## config.mk

```make
export PLATFORM = sky130hd
export DESIGN_NAME = exmem_stage_reg_flat
export DESIGN_NICKNAME = d
export VERILOG_FILES = /design/src/rtl/exmem_stage_reg_if.sv /design/src/rtl/exmem_stage_reg.sv /design/src/flat_wrapper.sv
export SDC_FILE = /design/constraint.sdc
export NUM_CORES = 1
export LEC_CHECK = 0
export BUFFER_PORTS_ARGS = -buffer_cell sky130_fd_sc_hd__buf_2
export CAP_MARGIN = 10
export CORE_MARGIN = 4
export CORE_UTILIZATION = 55
export CTS_BUF_LIST = sky130_fd_sc_hd__clkbuf_16
export CTS_CLUSTER_DIAMETER = 30
export DETAILED_ROUTE_END_ITERATION = 10
export PLACE_DENSITY = 0.8
export REMOVE_ABC_BUFFERS = 1
export SYNTH_ARGS = -nofsm -noshare
export SYNTH_HDL_FRONTEND = slang
export SYNTH_SLANG_ARGS = --single-unit
```

## constraint.sdc

```tcl
create_clock -name clk -period 2.8 [get_ports clk]
set_clock_uncertainty 0.15 [all_clocks]
set_input_delay 0.56 -clock clk [delete_from_list [all_inputs] [get_ports clk]]
set_output_delay 0.56 -clock clk [all_outputs]
set_load 0.005 [all_outputs]
```

## src/rtl/exmem_stage_reg_if.sv

```systemverilog
// ---------------------------------------------------------------------------
// exmem_stage_reg_if
// Groups the EX->MEM pipeline handshake and payload signals.
//
// EX side : ex_valid, ex_ready, ex_alu, ex_dselect, ex_store_data, ex_ctrl
// MEM side: mem_valid, mem_ready, mem_dbus, mem_dselect, mem_store_data,
//           mem_ctrl
// Status  : occupancy (number of entries held by the stage register, 0..2)
//
// Modports:
//   master - the surrounding pipeline (drives EX payload and mem_ready)
//   slave  - the stage register itself
// ---------------------------------------------------------------------------
interface exmem_stage_reg_if #(
    parameter int DATA_W = 32,
    parameter int SEL_W  = 32,
    parameter int CTRL_W = 2
);
    logic              ex_valid;
    logic              ex_ready;
    logic [DATA_W-1:0] ex_alu;
    logic [SEL_W-1:0]  ex_dselect;
    logic [DATA_W-1:0] ex_store_data;
    logic [CTRL_W-1:0] ex_ctrl;

    logic              mem_valid;
    logic              mem_ready;
    logic [DATA_W-1:0] mem_dbus;
    logic [SEL_W-1:0]  mem_dselect;
    logic [DATA_W-1:0] mem_store_data;
    logic [CTRL_W-1:0] mem_ctrl;

    logic [1:0]        occupancy;

    modport master (
        output ex_valid, ex_alu, ex_dselect, ex_store_data, ex_ctrl, mem_ready,
        input  ex_ready, mem_valid, mem_dbus, mem_dselect, mem_store_data,
               mem_ctrl, occupancy
    );

    modport slave (
        input  ex_valid, ex_alu, ex_dselect, ex_store_data, ex_ctrl, mem_ready,
        output ex_ready, mem_valid, mem_dbus, mem_dselect, mem_store_data,
               mem_ctrl, occupancy
    );
endinterface

```

## src/rtl/exmem_stage_reg.sv

```systemverilog
// ---------------------------------------------------------------------------
// exmem_stage_reg
// EX/MEM pipeline register built as a two-entry skid buffer. The main entry
// drives the MEM-side outputs; the skid entry catches the instruction that
// arrives in the cycle MEM stalls, so ex_ready depends only on registered
// state and never on mem_ready.
//
// Ports:
//   clk    - rising-edge clock
//   rst_n  - asynchronous active-low reset (clears both entries and payloads)
//   flush  - discards all held and same-cycle incoming instructions
//   bus    - exmem_stage_reg_if.slave: EX handshake/payload in, MEM
//            handshake/payload out, occupancy
// ---------------------------------------------------------------------------
module exmem_stage_reg #(
    parameter int DATA_W = 32,
    parameter int SEL_W  = 32,
    parameter int CTRL_W = 2
) (
    input  logic                    clk,
    input  logic                    rst_n,
    input  logic                    flush,
    exmem_stage_reg_if.slave        bus
);

    typedef struct packed {
        logic [DATA_W-1:0] alu;
        logic [SEL_W-1:0]  dselect;
        logic [DATA_W-1:0] store_data;
        logic [CTRL_W-1:0] ctrl;
    } payload_t;

    logic     m_valid;
    logic     s_valid;
    payload_t m_data;
    payload_t s_data;
    payload_t in_data;
    logic     accept;
    logic     consume;

    assign in_data = '{alu:        bus.ex_alu,
                       dselect:    bus.ex_dselect,
                       store_data: bus.ex_store_data,
                       ctrl:       bus.ex_ctrl};

    // Ready is purely a function of the skid entry so mem_ready never
    // reaches ex_ready combinationally.
    assign bus.ex_ready = ~s_valid;
    assign accept       = bus.ex_valid & ~s_valid;
    assign consume      = m_valid & bus.mem_ready;

    // Main/skid update. The skid entry is only ever filled while main is
    // full and stalled, so skid-valid with main-empty cannot occur, and
    // when the skid drains into main no new instruction can be accepted.
    always_ff @(posedge clk or negedge rst_n) begin
        if (!rst_n) begin
            m_valid <= 1'b0;
            s_valid <= 1'b0;
            m_data  <= '0;
            s_data  <= '0;
        end else if (flush) begin
            m_valid <= 1'b0;
            s_valid <= 1'b0;
        end else if (s_valid) begin
            if (consume) begin
                m_data  <= s_data;
                s_valid <= 1'b0;
            end
        end else if (m_valid) begin
            if (consume) begin
                if (accept) begin
                    m_data <= in_data;
                end else begin
                    m_valid <= 1'b0;
                end
            end else if (accept) begin
                s_data  <= in_data;
                s_valid <= 1'b1;
            end
        end else if (accept) begin
            m_data  <= in_data;
            m_valid <= 1'b1;
        end
    end

    assign bus.mem_valid      = m_valid;
    assign bus.mem_dbus       = m_data.alu;
    assign bus.mem_dselect    = m_data.dselect;
    assign bus.mem_store_data = m_data.store_data;
    // Gate the control bits so a stale LW/SW never leaks out of an empty entry.
    assign bus.mem_ctrl       = m_data.ctrl & {CTRL_W{m_valid}};
    assign bus.occupancy      = {1'b0, m_valid} + {1'b0, s_valid};

endmodule

```

## src/flat_wrapper.sv

```systemverilog
// flat-port wrapper written by rule: the top's interface ports become plain ports
module exmem_stage_reg_flat 
#(
    parameter int DATA_W = 32,
    parameter int SEL_W  = 32,
    parameter int CTRL_W = 2
)
  (clk, rst_n, flush, bus_ex_valid, bus_ex_alu, bus_ex_dselect, bus_ex_store_data, bus_ex_ctrl, bus_mem_ready, bus_ex_ready, bus_mem_valid, bus_mem_dbus, bus_mem_dselect, bus_mem_store_data, bus_mem_ctrl, bus_occupancy);
  exmem_stage_reg_if #(.DATA_W(DATA_W), .SEL_W(SEL_W), .CTRL_W(CTRL_W)) bus_i ();
  input  logic clk;
  input  logic rst_n;
  input  logic flush;
  input wire logic [$bits(bus_i.ex_valid)-1:0] bus_ex_valid;
  input wire logic [$bits(bus_i.ex_alu)-1:0] bus_ex_alu;
  input wire logic [$bits(bus_i.ex_dselect)-1:0] bus_ex_dselect;
  input wire logic [$bits(bus_i.ex_store_data)-1:0] bus_ex_store_data;
  input wire logic [$bits(bus_i.ex_ctrl)-1:0] bus_ex_ctrl;
  input wire logic [$bits(bus_i.mem_ready)-1:0] bus_mem_ready;
  output wire logic [$bits(bus_i.ex_ready)-1:0] bus_ex_ready;
  output wire logic [$bits(bus_i.mem_valid)-1:0] bus_mem_valid;
  output wire logic [$bits(bus_i.mem_dbus)-1:0] bus_mem_dbus;
  output wire logic [$bits(bus_i.mem_dselect)-1:0] bus_mem_dselect;
  output wire logic [$bits(bus_i.mem_store_data)-1:0] bus_mem_store_data;
  output wire logic [$bits(bus_i.mem_ctrl)-1:0] bus_mem_ctrl;
  output wire logic [$bits(bus_i.occupancy)-1:0] bus_occupancy;
  assign bus_i.ex_valid = bus_ex_valid;
  assign bus_i.ex_alu = bus_ex_alu;
  assign bus_i.ex_dselect = bus_ex_dselect;
  assign bus_i.ex_store_data = bus_ex_store_data;
  assign bus_i.ex_ctrl = bus_ex_ctrl;
  assign bus_i.mem_ready = bus_mem_ready;
  assign bus_ex_ready = bus_i.ex_ready;
  assign bus_mem_valid = bus_i.mem_valid;
  assign bus_mem_dbus = bus_i.mem_dbus;
  assign bus_mem_dselect = bus_i.mem_dselect;
  assign bus_mem_store_data = bus_i.mem_store_data;
  assign bus_mem_ctrl = bus_i.mem_ctrl;
  assign bus_occupancy = bus_i.occupancy;
  exmem_stage_reg #(.DATA_W(DATA_W), .SEL_W(SEL_W), .CTRL_W(CTRL_W)) u_core (.clk(clk), .rst_n(rst_n), .flush(flush), .bus(bus_i));
endmodule
```

==> impl_summary.md <==
Run status
The run finished with clean final reports.

STA
The upper clock frequency limit is 0.410 GHz. The number of hold-slack violations in the final timing report came to 0. After layout, the minimum clock period comes to 2.44 ns.

The final-report max-slew violation count was 0. Hold timing on the final database bottoms out at a slack of 0.00901 ns. The final critical path takes up 87.2% of the cycle. The final number of setup-violating endpoints is 0. The worst pin sits at a relative slew slack of 56.0%.

Setup repair after global routing left no endpoint under its margin. For the pin with the worst max-slew slack, the measured transition is 0.660 ns.

Power
The part of the power in the clock network is 29.2%. Net switching is 25.1% of the power. Internal power comes to 5.86 mW. The static leakage power is 4.74 nW. Total power for the finished layout comes to 7.82 mW. Sequential cells burn 50.8% of the power. The analysis attributes to net switching a power of 1.96 mW. The worst ir drop on vdd is 0.434 mV. Dividing total power by cell area gives a power density of 751 mW/mm². The share of total power dissipated in combinational logic is 20.0%.

Floorplan
The initial utilization of the core area, before any placement, comes to 56.0%. The core outline area is 0.0165 mm². The number of primary I/O pins is 205. The die covers 0.0190 mm². The overall die height is 138 µm.

The cell row count is 47. The width of the chip is 138 µm.

Logic synthesis
Summing the areas of all fa, ha and maj instances in the mapped netlist gives 0.135% of the synthesized area. Counting distinct cell types in the post-synthesis netlist gives 17. In the synthesized netlist the dominant register cell turns out to be dfrtp_1.

The count of flip-flops with a built-in enable after synthesis is 0. Sorting the synthesized cells by how often they occur yields 287 x mux2_2, 198 x dfrtp_1, 99 x buf_4. The xor and xnor fraction of the mapped netlist area is 0%. The area fraction of the dominant cell type after synthesis is 53.6%.

By area, the combinational part of the netlist is dominated by multiplexers. The simple-gate portion of the synthesized area is 0.500%. dfrtp_1 takes more of the synthesized area than any other cell. In the synthesized netlist the async set-or-reset flop fraction comes to 100%. Measured against the total synthesized area, the mux share comes to 35.8%. The share of the yosys chip area belonging to registers is 53.6%. The cell count after synthesis came out at 632. Among all cell types in the netlist, the one instantiated most often is mux2_2. The number of warnings reported in the yosys synthesis log is 0.

The post-synthesis area per instance is 14.6 µm². Synthesis inferred 198 register bits. In this run the cell area of the synthesized design comes to 0.00925 mm². Ranked by total cell area, the synthesized netlist is headed by dfrtp_1 54%, mux2_2 35%, buf_4 8.0%, mux2_1 0.85%, buf_2 0.81%. Summing the areas of all compound-gate instances in the mapped netlist gives 0.406% of the synthesized area.

Final layout
The post-route netlist has 70.6% of its cells at a drive strength greater than 1. The count of filler cells inserted in the layout is 1265. The area growth from synthesis to layout is 12.6%. Across the whole layout, storage elements account for 0.00496 mm². The footprint of the multi-input gates is 0.00342 mm². The number of nets in the layout is 844. The number of antenna cells inserted is 0. Once layout is complete, the utilization of the core stands at 63.0%. The final instance area is 0.0104 mm².

Flow run
Max-cap violations in this run came to 0.

Route
The iteration-0 DRC count of the detailed router is 145. Summed over all layers, the routed wires come to 17300 µm. The routed length per placed instance is 17.8 µm.

The total DRC errors in the routed layout is 0. The count of nets left with antenna violations after detail routing is 0. The length of the first detailed-routing pass in iterations is 4. The number of vias in the routed layout is 5143. In the routed layout, each cell is associated on average with a via count of 5.30.

GRT
In the global route stage, overall resource usage came out at 18.7%. The number of antenna violations at the first check in global routing is 1. The via count of the first global-routing pass is 5558. The final global-route overflow total is 0. The first global-routing pass estimated 27700 µm of wire. Entering global routing, the biggest net connects 103 pins.

CTS
The post-CTS setup buffer count is 0. The total of cells resized after clock tree synthesis is 0. The maximum buffer depth of the clock tree is 2.

The clock edge transition at the registers on the reported setup and hold paths is 0.07 ns. The clock sink count is 198. TritonCTS built the clock tree.

The depth of the CTS H-tree is 4. The tree is rooted in a clkbuf_16. Clock latency on the worst-skew pair, taken at its later pin, is 0.42 ns.

The number of hold buffers added after CTS was 0. The CTS buffer count is 17.

Placement
The number of port buffers is 204. The estimated wirelength of the detail-placed design is 12000 µm. The placed instances occupy a cell area of 0.00987 mm². At the end of routability-driven placement, the weighted congestion stood at 0.756.

Worst setup path
In this run the critical register-to-register path is launched from u_core.s_valid. The worst register-to-register path has a setup slack of 0.51 ns. The required arrival time at the worst endpoint is 2.09 ns. The type of origin of the critical path is a register. The critical path is of the reg2out type.

Data arrives at the worst endpoint at 1.73 ns. The number of cells on the worst reg-to-reg path is 4. Of all nets on the critical path, the largest fanout is 102. STA classifies the critical path endpoint as an output pin.

The endpoint identified for the worst register-to-register timing path is u_core.bus.mem_store_data[29].

Hold path
In this run the worst hold path is classified as in2async.
-- layout make-up --
class,instances,share of cell area (%)
Sequential cell,198,47.6
Multi-Input combinational cell,305,32.8
Timing Repair Buffer,216,11.6
Clock buffer,17,4.09
Tap cell,220,2.64
Clock inverter,13,1.15
Inverter,2,0.0721
-- kinds of logic after synthesis --
family | after synthesis
AND/OR/NAND/NOR | 5
buffers and inverters | 129
multiplexers | 294
flip-flops | 198
adder cells (fa/ha/maj) | 1
AO/OA/AOI/OAI | 5
-- how the worst max path moves through the flow --
stage,cells after the start,startpoint,slack (ns),end
2_1_floorplan,3,u_core.s_valid,-4.70,u_core.bus.mem_dbus[0]
4_1_cts,3,u_core.s_valid,0.26,bus_occupancy[0]
6_report,3,u_core.s_valid,0.36,bus_occupancy[0]
5_1_grt,3,u_core.s_valid,0.19,bus_occupancy[0]
3_3_place_gp,5,bus_ex_valid,0.51,u_core.bus.mem_dselect[23]
3_5_place_dp,5,bus_ex_valid,0.45,u_core.bus.mem_dselect[11]
-- power by group through the flow --
stage               registers, mW  logic, mW  clock network [mW]
detailed placement           4.02       1.60                   0
CTS                          3.97       1.60                2.34
global route                 4.06       1.73                2.46
finish                       3.97       1.57                2.28
global placement             3.96       1.52                   0
floorplan                    3.97      0.886                   0
-- metal layers --
metal / part of all wire, % / track usage (%)
met1: 40 / 22.5
met2: 50 / 31.9
met3: 7.7 / 5.92
met4: 2.0 / 6.53
met5: 0.075 / 0
-- placed cells by master (no fill, tap or decap), types with 2 or more instances in the layout --
master / instances
mux2_1: 7
dfrtp_1: 197
bufinv_16: 2
a21oi_1: 2
clkinv_1: 3
buf_12: 7
clkinvlp_4: 2
clkinv_4: 2
clkbuf_16: 17
inv_1: 5
mux2_2: 287
buf_2: 203
and2_1: 2
buf_4: 5
-- worst max-delay path, cell delays in order, from the launching register on --
cell     delay, ns
dfrtp_4       0.44
buf_12        0.39
ha_1          0.33
buf_2         0.13
-- through the flow --
| step | setup WS (ns) | setup TNS [ns] | std cells |
|---|---|---|---|
| 2_1_floorplan | -4.70 | -766.52 | 505 |
| 3_3_place_gp | 0.509 | 0 | 941 |
| 3_5_place_dp | 0.455 | 0 | 941 |
| 4_1_cts | 0.262 | 0 | 971 |
| 5_1_grt | 0.192 | 0 | 971 |
| 6_report | 0.359 | 0 | 971 |
-- state kept, by name (all words and copies together), names as in the netlist --
name                       count
u_core.bus.mem_valid           1
u_core.s_valid                 1
u_core.s_data                 98
u_core.bus.mem_dbus           32
u_core.m_data                  2
u_core.bus.mem_dselect        32
u_core.bus.mem_store_data     32
No activity file was read; power rests on OpenSTA's default activity.
